<file path="src/rtl/traffic_intersection_ctrl.sv">
// Two-phase (NS/EW) intersection controller: green -> yellow -> all-red per direction,
// with latched pedestrian requests, a timed walk window and early green cut-off.
module traffic_intersection_ctrl #(
  parameter int T_GREEN     = 60,
  parameter int T_MIN_GREEN = 10,
  parameter int T_YELLOW    = 3,
  parameter int T_ALLRED    = 2,
  parameter int T_WALK      = 8,
  parameter int CNT_W       = 7
) (
  input  logic       clk,
  input  logic       rst,
  input  logic       ped_req_ns,
  input  logic       ped_req_ew,
  output logic       ns_red,
  output logic       ns_yellow,
  output logic       ns_green,
  output logic       ew_red,
  output logic       ew_yellow,
  output logic       ew_green,
  output logic       walk_ns,
  output logic       walk_ew,
  output logic [2:0] phase
);

  typedef enum logic [2:0] {
    CLR_A = 3'd0,
    NS_G  = 3'd1,
    NS_Y  = 3'd2,
    CLR_B = 3'd3,
    EW_G  = 3'd4,
    EW_Y  = 3'd5
  } state_t;

  localparam logic [CNT_W-1:0] G_LAST  = CNT_W'(T_GREEN - 1);
  localparam logic [CNT_W-1:0] MG_LAST = CNT_W'(T_MIN_GREEN - 1);
  localparam logic [CNT_W-1:0] Y_LAST  = CNT_W'(T_YELLOW - 1);
  localparam logic [CNT_W-1:0] AR_LAST = CNT_W'(T_ALLRED - 1);
  localparam logic [CNT_W-1:0] W_LAST  = CNT_W'(T_WALK - 1);

  state_t           state, state_nxt;
  logic [CNT_W-1:0] cnt, cnt_nxt;
  logic             pend_ns, pend_ns_nxt, pend_ew, pend_ew_nxt;
  logic             walk_ns_nxt, walk_ew_nxt;
  logic             enter_ns, enter_ew;

  always_ff @(posedge clk or negedge rst) begin
    if (!rst) begin
      state   <= CLR_A;
      cnt     <= '0;
      pend_ns <= 1'b0;
      pend_ew <= 1'b0;
      walk_ns <= 1'b0;
      walk_ew <= 1'b0;
    end else begin
      state   <= state_nxt;
      cnt     <= cnt_nxt;
      pend_ns <= pend_ns_nxt;
      pend_ew <= pend_ew_nxt;
      walk_ns <= walk_ns_nxt;
      walk_ew <= walk_ew_nxt;
    end
  end

  // A green is cut short only once min-green has elapsed and its own walk window is over
  always_comb begin
    state_nxt = state;
    case (state)
      CLR_A: if (cnt == AR_LAST) state_nxt = NS_G;
      NS_G:  if (cnt == G_LAST || (pend_ew && cnt >= MG_LAST && !walk_ns)) state_nxt = NS_Y;
      NS_Y:  if (cnt == Y_LAST) state_nxt = CLR_B;
      CLR_B: if (cnt == AR_LAST) state_nxt = EW_G;
      EW_G:  if (cnt == G_LAST || (pend_ns && cnt >= MG_LAST && !walk_ew)) state_nxt = EW_Y;
      EW_Y:  if (cnt == Y_LAST) state_nxt = CLR_A;
      default: state_nxt = CLR_A;
    endcase
  end

  always_comb begin
    enter_ns = (state_nxt == NS_G) && (state != NS_G);
    enter_ew = (state_nxt == EW_G) && (state != EW_G);
    cnt_nxt  = (state_nxt != state) ? '0 : cnt + 1'b1;

    // Requests seen on the entry edge are served by this green; during walk they are absorbed
    pend_ns_nxt = pend_ns;
    walk_ns_nxt = walk_ns;
    if (enter_ns) begin
      pend_ns_nxt = 1'b0;
      walk_ns_nxt = pend_ns | ped_req_ns;
    end else begin
      if (!walk_ns) pend_ns_nxt = pend_ns | ped_req_ns;
      if (state_nxt != NS_G || cnt == W_LAST) walk_ns_nxt = 1'b0;
    end

    pend_ew_nxt = pend_ew;
    walk_ew_nxt = walk_ew;
    if (enter_ew) begin
      pend_ew_nxt = 1'b0;
      walk_ew_nxt = pend_ew | ped_req_ew;
    end else begin
      if (!walk_ew) pend_ew_nxt = pend_ew | ped_req_ew;
      if (state_nxt != EW_G || cnt == W_LAST) walk_ew_nxt = 1'b0;
    end
  end

  assign ns_green  = (state == NS_G);
  assign ns_yellow = (state == NS_Y);
  assign ns_red    = !(ns_green || ns_yellow);
  assign ew_green  = (state == EW_G);
  assign ew_yellow = (state == EW_Y);
  assign ew_red    = !(ew_green || ew_yellow);
  assign phase     = state;

endmodule

</file>
<file path="config.mk">
export PLATFORM = sky130hd
export DESIGN_NAME = traffic_intersection_ctrl
export DESIGN_NICKNAME = d
export VERILOG_FILES = /design/src/rtl/traffic_intersection_ctrl.sv
export SDC_FILE = /design/constraint.sdc
export NUM_CORES = 1
export LEC_CHECK = 0
export CORE_ASPECT_RATIO = 1.2
export CORE_UTILIZATION = 52
export DETAILED_ROUTE_END_ITERATION = 10
export GPL_TIMING_DRIVEN = 0
export PLACE_DENSITY = 0.77
export SLEW_MARGIN = 25
export SYNTH_ARGS = -nofsm -noshare
export SYNTH_HDL_FRONTEND = slang
export SYNTH_SLANG_ARGS = --single-unit
export TNS_END_PERCENT = 30
</file>
<file path="constraint.sdc">
create_clock -name clk -period 2.5 [get_ports clk]
set_input_delay 0.625 -clock clk [delete_from_list [all_inputs] [get_ports clk]]
set_output_delay 0.625 -clock clk [all_outputs]
set_load 0.005 [all_outputs]
</file>
==> impl_metrics.py <==
metrics = {
    "global_routing": {
        "vias_in_the_first_global_route": 767,
        "largest_net_degree_at_the_start_of_global_routing": 15,
        "grt_remaining_overflow": 0,
        "grt_usage_pct": 21.8,
        "first_pass_grt_wire_length_um": 3460,
        "antenna_found_initial": 0,
    },
    "critical_path": {
        "criticalPathCategory": "flip-flop to output port",
        "reg2reg_depth": 5,
        "crit_fanout": 8,
        "cpMaxStageDelayCell": "clkdlybuf4s50_1",
        "crit_path_start_kind": "flip-flop",
        "critPathMaxStageDelay_ps": 520,
        "worst-path-stages": 4,
        "critPathBufInv": 2,
        "critPathTopFamily": "buffers and inverters",
        "worstSetupEndpointType": "output port",
        "critPathArrivalTime_ps": 1780,
        "worst_endpoint_required_time_ps": 1880,
        "crit_path_cell_trace": "buf_2, or2b_4, nor2_4, clkdlybuf4s50_1",
    },
    "detailed_routing": {
        "post-route-drc-count": 0,
        "detail-route-antenna-nets": 0,
        "detail_route.wl_per_cell_um": 14.3,
        "post_detailed_route_via_to_cell_ratio": 5.98,
        "route.vias.total": 837,
        "drt_wl_total_um": 2000,
        "first_iter_violations": 34,
        "dr.pass1.iters": 4,
    },
    "yosys": {
        "synth.ff_latch_count": 14,
        "netlist_instances": 104,
        "synth.top_cells.by_area": "dfrtp_1 (36%), nor2_1 (5.8%), nand2_1 (4.6%), ha_1 (3.9%), a21oi_1 (3.1%)",
        "synth.largest_area_cell": "dfrtp_1",
        "yosys_warnings": 0,
        "post_synth_num_cell_types": 39,
        "synthesis.nets": 111,
        "synth_largest_type_area_fraction_pct": 36.1,
        "yosysSeqAreaShare_pct": 36.1,
        "netlist_area_um2": 970,
        "avg_inst_size_synth_um2": 9.32,
    },
    "pwr": {
        "pwr_density_cell_mw_per_mm2": 1200,
        "total_switching_power_w": 0.000599,
        "power.switching_fraction_pct": 41.8,
        "intPower_w": 0.000834,
        "cellLeakagePower_nw": 0.492,
        "power_frac_clock_pct": 11.5,
        "worst_ir_drop_vdd_v": 0.000741,
        "share_comb_of_total_power_pct": 62.6,
        "seq_power_share_pct": 25.8,
    },
    "timing": {
        "skew_ps": 4.55,
        "highest_clock_rate_mhz": 416,
        "final-setup-viol-count": 0,
        "hold_violations": 0,
        "worstMarginPinSlew_ps": 638,
        "final_setup_tns_ps": 0,
        "final_worst_path_setup_slack_ps": 97.6,
        "final_number_of_max_transition_violations": 0,
        "rsz_0062_raised_after_global_routing": "no",
        "fin_crit_sh_pct": 96.1,
        "finalWorstPathRequiredPeriod_ps": 2400,
        "worst_slew_margin_rel_pct": 57.3,
    },
    "min_path": {
        "number_of_cells_traversed_by_the_worst_hold_path": 1,
        "min_path_type": "flip-flop to flip-flop",
    },
    "cells_and_area": {
        "nFillCells": 127,
        "insertedDiodeCount": 0,
        "syn2layout_area_growth_pct": 22.7,
        "fin_area_mm2": 0.00119,
        "fin_cells": 140,
        "fin_util_pct": 70.8,
        "finish.net_count": 130,
        "layout-drive-gt1-share_pct": 19.7,
    },
    "floorplan": {
        "initial_utilization_pct": 57.7,
        "placeableCoreArea_mm2": 0.00168,
        "top_level_ports": 15,
        "dieArea_mm2": 0.00204,
        "chipWidth_um": 41.4,
        "rows": 16,
        "fp.dieH_um": 49.3,
    },
    "placed_design": {
        "dp.final_hpwl_um": 1500,
        "gpl.final_weighted_congestion": 0.779,
        "numPortBuffers": 14,
        "post-place-cells": 136,
        "detailed_place.area_mm2": 0.00113,
        "worst_slack_placed_ps": 129,
    },
    "status": {
        "outcome": "completed",
    },
    "cts": {
        "clk_lat_worst_skew_ps": 280,
        "cts.clk_slew.worst_paths_ps": 90,
        "cts_inserted_buffers": 3,
        "post-cts-setup-buffers": 0,
        "tritoncts_num_sinks": 14,
        "cts_tree": "done",
        "clockBufferDepth": 2,
        "cts.root.buffer_cell": "clkbuf_4",
        "cts_max_level": 1,
    },
    "run": {
        "maxCapViolations": 0,
    },
}
-- metal layers --
metal	track usage [%]	wire length [um]	part of all wire, %
met1	27.0	851	43
met2	39.3	1060	53
met3	3.33	69	3.4
met4	4.84	19	0.95
met5	0	0	0
-- per-stage QoR --
step                hold WS (ps)  total power (W)
finish                       538          0.00143
global route                 568          0.00154
CTS                          542          0.00143
detailed placement           527          0.00124
global placement             502          0.00122
floorplan                    329         0.000976
-- synthesized netlist by cell type --
cell type,instances
ha_1,3
nor2_4,1
xnor2_1,2
nand2b_1,4
o22ai_1,1
nor3b_4,1
a2bb2oi_1,1
nor4_2,1
nand3_1,3
clkbuf_1,1
o21ai_2,1
nor2b_1,1
and4_1,1
xor2_1,3
o22a_1,1
mux2i_1,1
dfrtp_1,14
clkbuf_4,1
o21bai_2,1
nand2_1,12
nor3_1,4
nor2_1,15
o41ai_1,1
a2bb2oi_4,1
a32oi_4,1
or4_1,1
nand4b_1,3
a21oi_1,6
o21ai_0,3
or2b_2,1
a21o_2,1
nor3b_2,2
inv_1,4
or4_4,1
and3_1,1
nand2_2,1
buf_4,1
buf_6,1
a31oi_1,2
-- cell usage in the layout, fill, tap and decap left out, types with 2 or more instances in the layout --
cell type,Yosys,layout
xor2_1,3,3
nand2_1,12,12
clkbuf_4,1,4
nand2b_1,4,3
nor3_1,4,4
nor3b_2,2,2
nand4b_1,3,3
dfrtp_1,14,14
a31oi_1,2,2
ha_1,3,3
nor2_1,15,13
inv_1,4,4
nor2_4,1,3
nand3_1,3,3
clkdlybuf4s50_1,0,14
o21ai_0,3,3
xnor2_1,2,2
a21oi_1,6,6
-- cell type report --
class | count | area, um^2 | area share [%]
flip-flops and latches | 14 | 350 | 29.4
multi-input cells | 82 | 594 | 49.9
clock buffers | 4 | 36.3 | 3.05
repair buffers | 14 | 140 | 11.8
plain buffers | 4 | 31.3 | 2.63
inverters | 4 | 15.0 | 1.26
well taps | 18 | 22.5 | 1.89
-- path summary, 6_finish.rpt --
check | startpoint | slack, ps | endpoint
setup / recovery | phase[1] | 100 | ns_green
hold / removal | pend_ew | 540 | pend_ew
setup reg to reg | cnt[0] | 280 | walk_ew
hold reg to reg | pend_ew | 540 | pend_ew
max in group asynchronous | rst | 1360 | cnt[2]
min in group asynchronous | rst | 730 | phase[2]
-- cells by family after synthesis --
kind of cell,count (synthesis),share of synthesized area (%)
XOR/XNOR,5,4.52
AND/OR/NAND/NOR,53,32.0
flip-flops,14,36.1
multiplexers,1,1.03
adder cells (fa/ha/maj),3,3.87
AO/OA/AOI/OAI,20,17.8
buffers and inverters,8,4.64
-- power groups by stage --
stage / clock (W) / combinational [W] / sequential (W)
floorplan: 0 / 0.000614 / 0.000362
global placement: 0 / 0.000851 / 0.000370
detailed placement: 0 / 0.000866 / 0.000374
CTS: 0.000168 / 0.000896 / 0.000369
global route: 0.000179 / 0.000981 / 0.000383
finish: 0.000165 / 0.000898 / 0.000370
-- state kept, by name, summed over array words and instances (netlist names) --
signal and cells:
cnt 7, phase 3, pend_ew 1, pend_ns 1, walk_ew 1, walk_ns 1
-- worst register-to-register path, delay by kind of cell, from the launching register on --
family / cells / cell delay (ps)
flip-flops: 1 / 450
AO/OA/AOI/OAI: 2 / 740
adder cells (fa/ha/maj): 1 / 270
AND/OR/NAND/NOR: 2 / 650
-- repair_timing --
item,in CTS,in global routing
setup endpoints to repair,3,3
gates resized for setup,5,3
hold buffers,0,0
pin swaps,0,0
Power figures use the tool's default switching activity.
